### src/rtl/sram_ctrl_pkg.sv
// Shared types and default widths for the SRAM burst controller.
package sram_ctrl_pkg;

    localparam int ADDR_WD = 8;
    localparam int DATA_WD = 8;
    localparam int LEN_WD  = 4;

    typedef enum logic [1:0] {
        IDLE  = 2'd0,
        READ  = 2'd1,
        WRITE = 2'd2
    } ctrl_state_t;

endpackage

### src/rtl/sram_burst_ctrl.sv
// Initiator-side burst controller for the 8x256 synchronous SRAM: turns
// valid/ready burst requests into registered SRAM strobes and returns read beats.
module sram_burst_ctrl
    import sram_ctrl_pkg::*;
#(
    parameter int ADDR_WD = sram_ctrl_pkg::ADDR_WD,
    parameter int DATA_WD = sram_ctrl_pkg::DATA_WD,
    parameter int LEN_WD  = sram_ctrl_pkg::LEN_WD
) (
    input  logic               clock,
    input  logic               reset,
    input  logic               reqValid,
    output logic               reqReady,
    input  logic               reqWrite,
    input  logic [ADDR_WD-1:0] reqAddr,
    input  logic [LEN_WD-1:0]  reqLen,
    input  logic               wrValid,
    output logic               wrReady,
    input  logic [DATA_WD-1:0] wrData,
    output logic               rspValid,
    output logic [DATA_WD-1:0] rspData,
    output logic [ADDR_WD-1:0] addrLine,
    output logic [DATA_WD-1:0] inDataLine,
    output logic               chipSel,
    output logic               readData,
    output logic               writeData,
    input  logic [DATA_WD-1:0] outDataLine,
    output ctrl_state_t        dbgState
);

    // Handshakes: a request transfers on a rising edge where reqValid && reqReady;
    // a write beat transfers on a rising edge where wrValid && wrReady. Neither
    // ready depends on its valid. Read responses have no backpressure.

    ctrl_state_t        state, state_nx;
    logic [LEN_WD-1:0]  cnt, cnt_nx;
    logic [ADDR_WD-1:0] cur_addr, cur_addr_nx, addr_nx;
    logic [DATA_WD-1:0] wdata_nx;
    logic               rd_nx, wr_nx;
    logic               rd_pend;

    assign reqReady = (state == IDLE);
    assign wrReady  = (state == WRITE);
    assign rspValid = rd_pend;
    assign rspData  = outDataLine;
    assign dbgState = state;

    always_comb begin
        state_nx    = state;
        cnt_nx      = cnt;
        cur_addr_nx = cur_addr;
        addr_nx     = addrLine;
        wdata_nx    = inDataLine;
        rd_nx       = 1'b0;
        wr_nx       = 1'b0;
        case (state)
            IDLE: begin
                if (reqValid) begin
                    cur_addr_nx = reqAddr;
                    cnt_nx      = reqLen;
                    if (reqWrite) begin
                        state_nx = WRITE;
                    end else begin
                        // First read beat goes out on the accepting edge.
                        addr_nx  = reqAddr;
                        rd_nx    = 1'b1;
                        state_nx = (reqLen == '0) ? IDLE : READ;
                    end
                end
            end
            READ: begin
                addr_nx     = cur_addr + ADDR_WD'(1);
                cur_addr_nx = cur_addr + ADDR_WD'(1);
                rd_nx       = 1'b1;
                cnt_nx      = cnt - LEN_WD'(1);
                if (cnt == LEN_WD'(1)) state_nx = IDLE;
            end
            WRITE: begin
                if (wrValid) begin
                    addr_nx     = cur_addr;
                    wdata_nx    = wrData;
                    wr_nx       = 1'b1;
                    cur_addr_nx = cur_addr + ADDR_WD'(1);
                    cnt_nx      = cnt - LEN_WD'(1);
                    if (cnt == '0) state_nx = IDLE;
                end
            end
            default: state_nx = IDLE;
        endcase
    end

    always_ff @(posedge clock or posedge reset) begin
        if (reset) begin
            state      <= IDLE;
            cnt        <= '0;
            cur_addr   <= '0;
            addrLine   <= '0;
            inDataLine <= '0;
            chipSel    <= 1'b0;
            readData   <= 1'b0;
            writeData  <= 1'b0;
            rd_pend    <= 1'b0;
        end else begin
            state      <= state_nx;
            cnt        <= cnt_nx;
            cur_addr   <= cur_addr_nx;
            addrLine   <= addr_nx;
            inDataLine <= wdata_nx;
            chipSel    <= rd_nx | wr_nx;
            readData   <= rd_nx;
            writeData  <= wr_nx;
            // SRAM samples the strobe one edge later; its data is valid after that.
            rd_pend    <= readData;
        end
    end

endmodule

### config.mk
export PLATFORM = sky130hd
export DESIGN_NAME = sram_burst_ctrl
export DESIGN_NICKNAME = d
export VERILOG_FILES = /design/src/rtl/sram_ctrl_pkg.sv /design/src/rtl/sram_burst_ctrl.sv
export SDC_FILE = /design/constraint.sdc
export NUM_CORES = 1
export LEC_CHECK = 0
export ABC_AREA = 0
export CAP_MARGIN = 20
export CORE_MARGIN = 1.5
export CORE_UTILIZATION = 40
export DETAILED_ROUTE_END_ITERATION = 8
export GPL_TIMING_DRIVEN = 0
export MAX_ROUTING_LAYER = met4
export PLACE_DENSITY = 0.73
export SLEW_MARGIN = 30
export SYNTH_ARGS = -nofsm -noshare
export SYNTH_HDL_FRONTEND = slang
export SYNTH_SLANG_ARGS = --single-unit
### constraint.sdc
create_clock -name clock -period 2.6 [get_ports clock]
set_input_delay 0.39 -clock clock [delete_from_list [all_inputs] [get_ports clock]]
set_output_delay 0.39 -clock clock [all_outputs]
set_load 0.03 [all_outputs]
# Word level (Yosys, flattened, before mapping)
# Cells that the tools add are included.
op_classes:
  addsub: 2
  reduce_logical: 8
  n_bitwise: 1
  eq_ne: 8
  n_mux: 22
op_table:
  columns: ["operator", "count"]
  rows:
  - ["$pmux 8 s3", 2]
  - ["$mux 8", 5]
  - ["$pmux 4 s3", 1]
  - ["$mux 2", 5]
  - ["$add 8x1->8 const B", 1]
  - ["$logic_not 4->1", 2]
  - ["$mux 4", 2]
  - ["$ne 2x2->1 const B", 4]
  - ["$reduce_and 4->1", 2]
  - ["$pmux 2 s3", 1]
  - ["$mux 1", 5]
  - ["$eq 4x1->1 const B", 1]
  - ["$sub 4x1->4 const B", 1]
  - ["$reduce_and 3->1", 1]
  - ["$reduce_bool 3->1", 1]
  - ["$eq 2x1->1 const B", 1]
  - ["$eq 2x2->1 const B", 1]
  - ["$logic_not 2->1", 1]
  - ["$ne 2x1->1 const B", 1]
  - ["$pmux 1 s2", 1]
  - ["$reduce_and 2->1", 1]
  - ["$or 1x1->1", 1]
word_totals:
  inputBits: 33
  register_bits: 34
  wordCells: 50

# Longest topological paths before layout
depth:
  depth_word: 5
  mapped_depth: 8
  mapped_depth_nobuf: 6

# Worst setup path before layout
# OpenSTA, ideal clock, no wires.
synth_path:
  kind: "register -> register"
  start: "reg state[0] (netlist: dbgState[0])"
  end: "reg cur_addr[6]"
  path_stages_with_launch: 8
  setup_time_ps: 126
  arrival_ps: 2146
  path_slack_ps: 328
  cell_sequence: "dfrtp_1 > inv_1 > ha_1 > buf_6 > nor2b_4 > or3_4 > buf_6 > a221o_1"
synth_between:
  elab_chain_cells: 3
  word_cells_on_any_way: 8
  cone_classes: "eq/ne (4); mux (1); reduce/logical (3)"
synth_lines:
  columns: ["element", "line", "source"]
  rows:
  - ["start: declaration", "sram_burst_ctrl.sv:35", "ctrl_state_t state, state_nx;"]
  - ["start signal: assignment", "sram_burst_ctrl.sv:104", "state <= state_nx;"]
  - ["$eq 2x2->1 (*)", null, null]
  - ["via wrReady", "sram_burst_ctrl.sv:18", "output logic wrReady,"]
  - ["$ne 2x2->1 (no line) / $reduce_bool 3->1 (equally long branches)", null, null]
  - ["$reduce_and 3->1 (no line)", null, null]
  - ["end signal: assignment", "sram_burst_ctrl.sv:106", "cur_addr <= cur_addr_nx;"]
  - ["end: declaration", "sram_burst_ctrl.sv:37", "logic [ADDR_WD-1:0] cur_addr, cur_addr_nx, addr_nx;"]
# The timed path passes the listed nets; every way through them passes the cells marked *.
# A chain may end at the register's enable or synchronous reset.

# Final worst setup path
layout_path:
  start: "reg state[0] (netlist: dbgState[0])"
  end: "reg addrLine[4]"
layout_between:
  elab_chain_cells: 3
  word_cells_on_any_way: 9
  cone_classes: "eq/ne (5); mux (1); reduce/logical (3)"
layout_lines:
  columns: ["element", "line", "source"]
  rows:
  - ["$eq 2x2->1, or another cell as far along", "sram_burst_ctrl.sv:56", "case (state)"]
  - ["$ne 2x2->1 (no line) / $reduce_bool 3->1 (equally long branches)", null, null]
  - ["$reduce_and 4->1 (no line)", null, null]
  - ["end signal: assignment", "sram_burst_ctrl.sv:107", "addrLine <= addr_nx;"]
  - ["end: declaration", "sram_burst_ctrl.sv:22", "output logic [ADDR_WD-1:0] addrLine,"]
# Parallel ways exist; a longest one is shown, timed or not.

==> impl_metrics.json <==
{
  "status": "completed",
  "startpoint_type": "register",
  "coreArea_um2": 4723,
  "cts_tree": "yes",
  "globalRouteOverflowTotal": 0,
  "port_buffers": 56,
  "fmax_ghz": 0.4439,
  "yosys_most_used_dff": "dfrtp_1",
  "clk_pin_slew_ns": 0.07,
  "grt_max_degree": 35,
  "area_delta_synth_final_pct": 37.72,
  "path_class": "reg2reg",
  "netlist_area_um2": 1951,
  "wire_per_inst_um": 14.46,
  "cts_max_path_buffers": 2,
  "drive_above_1_share_pct": 13.51,
  "irDropWorstVdd_mv": 0.5569,
  "initial_core_util_pct": 41.30,
  "drt_iter0_drc": 112,
  "pwr-share-clk_pct": 10.9,
  "cts_made_buffers": 5,
  "yosys-top-cells-count": "dfrtp_1 (34), nand2_1 (18), nor2_1 (10)",
  "synth_edf_count": 0,
  "rsz0062_at_grt": "false",
  "finalCriticalPeriod_ns": 2.253,
  "clock_skew_ns": 0.007410,
  "crit_chain": "inv_1, ha_1, buf_6, nor2b_4, a211oi_1, o21ai_0, o21ai_0",
  "grt_pass1_wl_um": 7707,
  "rows": 25,
  "post_cts_buffers": 0,
  "syn_area_per_cell_um2": 10.00,
  "cap_violations": 0,
  "htree_levels": 2,
  "finalHoldViolCount": 0,
  "synth_area_leaders": "dfrtp_1 (44%), mux2_2 (4.6%), ha_1 (4.5%), nand2_1 (3.5%), buf_4 (3.1%)",
  "tns_ns": 0,
  "power_frac_comb_pct": 61.3,
  "synth_nets": 235,
  "synth_most_common_cell": "dfrtp_1",
  "drv_slew": 0,
  "cts_root_buf": "clkbuf_8",
  "crit_path_end_kind": "register",
  "first_pass_iters": 4,
  "swShare_pct": 45.43,
  "vias": 1699,
  "final_nets": 298,
  "synth_top_cell_by_area": "dfrtp_1",
  "yosysWarnings": 0,
  "crit_fanout": 9,
  "yosys_register_bits": 34,
  "syn_inst": 195,
  "fin_crit_sh_pct": 86.65,
  "final_util_pct": 56.87,
  "die_y_um": 72.83,
  "clk_latency_ns": 0.28,
  "worstMarginPinSlew_ns": 0.8428,
  "power_frac_seq_pct": 27.8,
  "required_ns": 2.79,
  "worstPathArrival_ns": 2.44,
  "die-area_um2": 5304,
  "holdBufCountCts": 0,
  "dieWidth_um": 72.83,
  "setup_viol": 0,
  "first_global_vias": 1735,
  "min_path_type": "reg2reg",
  "synth.distinct_cells": 47,
  "relSlewSlack_pct": 43.48,
  "dp.cells": 318,
  "cts_resized": 0,
  "gp_congestion": 0.8207,
  "viasPerCell": 5.212,
  "cp_slowest_stage_delay_ns": 0.71,
  "cp_slowest_cell": "a211oi_1",
  "p_switching_mw": 1.668,
  "ios": 65,
  "finalWirelength_um": 4715,
  "cts_num_sinks": 34,
  "intPower_mw": 2.003,
  "fin_ws_ns": 0.3471,
  "yosysTopAreaCellShare_pct": 43.62,
  "drc": 0,
  "fin_cells": 326,
  "p_leak_nw": 1.130,
  "grt_usage_pct": 19.54,
  "place_ws_ns": 0.3422,
  "async_flop_share_pct": 100.0,
  "yosysSeqAreaShare_pct": 43.62,
  "ant_nets": 0,
  "antenna_found_initial": 0,
  "crit_top_cell": "o21ai_0",
  "power_density_nw_per_um2": 1367,
  "dp_hpwl_um": 3560,
  "insertedDiodeCount": 0
}
==> cell usage in the layout (no fill, tap or decap), drive strengths merged, types with 3 or more instances in the layout <==
master         count
nor4               3
o32a               3
or3                5
nand3              4
o211ai             4
a31oi              3
clkdlybuf4s50     56
ha                 7
nor3               3
mux2i              4
nand2b             3
a21oi              7
a211oi             6
o41ai              3
mux2               8
buf               12
o31ai              3
inv                9
a221o              3
dfrtp             34
a21o               4
o21ai              8
clkbuf            12
nand2             18
nor2              10
==> critical path, delay by kind of cell, from the launching register on <==
kind,cells,cell delay [ns]
adder cells (fa/ha/maj),1,0.24
AO/OA/AOI/OAI,3,1.14
AND/OR/NAND/NOR,1,0.14
buffers and inverters,2,0.24
flip-flops,1,0.40
==> path summary, 6_finish.rpt <==
kind	from	end	slack (ns)	depth (start not counted)
setup / recovery	dbgState[0]	addrLine[4]	0.35	7
hold / removal	readData	rspValid	0.40	0
setup reg to reg	dbgState[0]	addrLine[4]	0.35	7
hold reg to reg	readData	rspValid	0.40	0
max in group asynchronous	reset	cur_addr[2]	1.60	2
min in group asynchronous	reset	addrLine[7]	0.54	2
==> per-stage QoR <==
stage	area [um^2]	hold slack, ns	power (mW)
3_5_place_dp	2595	0.3875	3.282
2_1_floorplan	1951	0.5255	2.543
4_1_cts	2686	0.4075	3.691
6_report	2686	0.4026	3.671
3_3_place_gp	2595	0.3681	3.225
5_1_grt	2686	0.4141	3.942
==> power groups by stage <==
stage / combinational, mW / sequential (mW) / clock, mW
3_3_place_gp: 2.21 / 1.01 / 0
5_1_grt: 2.45 / 1.06 / 0.433
6_report: 2.25 / 1.02 / 0.401
4_1_cts: 2.26 / 1.02 / 0.410
2_1_floorplan: 1.22 / 1.32 / 0
3_5_place_dp: 2.25 / 1.03 / 0
==> routing by layer <==
| metal | part of all wire [%] | vias to the layer above | track usage [%] |
|---|---|---|---|
| li1 | - | 840 | - |
| met1 | 46 | 818 | 24.39 |
| met2 | 51 | 39 | 31.70 |
| met3 | 3.2 | 2 | 4.282 |
| met4 | 0.66 | 0 | 6.080 |
| met5 | 0 | - | - |
==> registers in the layout (all words and copies together) (netlist names) <==
name and cells:
addrLine 8, cur_addr 8, inDataLine 8, cnt 4, dbgState 2, chipSel 1, readData 1, rspValid 1
writeData 1
==> cell type report <==
| class | instances | area, um^2 |
|---|---|---|
| timing repair buffer | 56 | 560.5 |
| multi-input combinational | 135 | 948.4 |
| inverter | 9 | 33.78 |
| buffer | 17 | 117.6 |
| tap | 67 | 83.83 |
| clock buffer | 7 | 86.33 |
| fill | 446 | 2037 |
| sequential | 34 | 850.8 |
| clock inverter | 1 | 5.005 |
==> cells by family (layout without fill, tap and decap cells) <==
kind of cell             Yosys count  in the layout  synth area share [%]
AND/OR/NAND/NOR                   57             57                 15.40
AO/OA/AOI/OAI                     58             58                 21.62
XOR/XNOR                           1              1                0.4491
multiplexers                      12             12                 6.671
buffers and inverters             26             90                 7.761
flip-flops                        34             34                 43.62
adder cells (fa/ha/maj)            7              7                 4.490
Power figures use the tool's default switching activity.
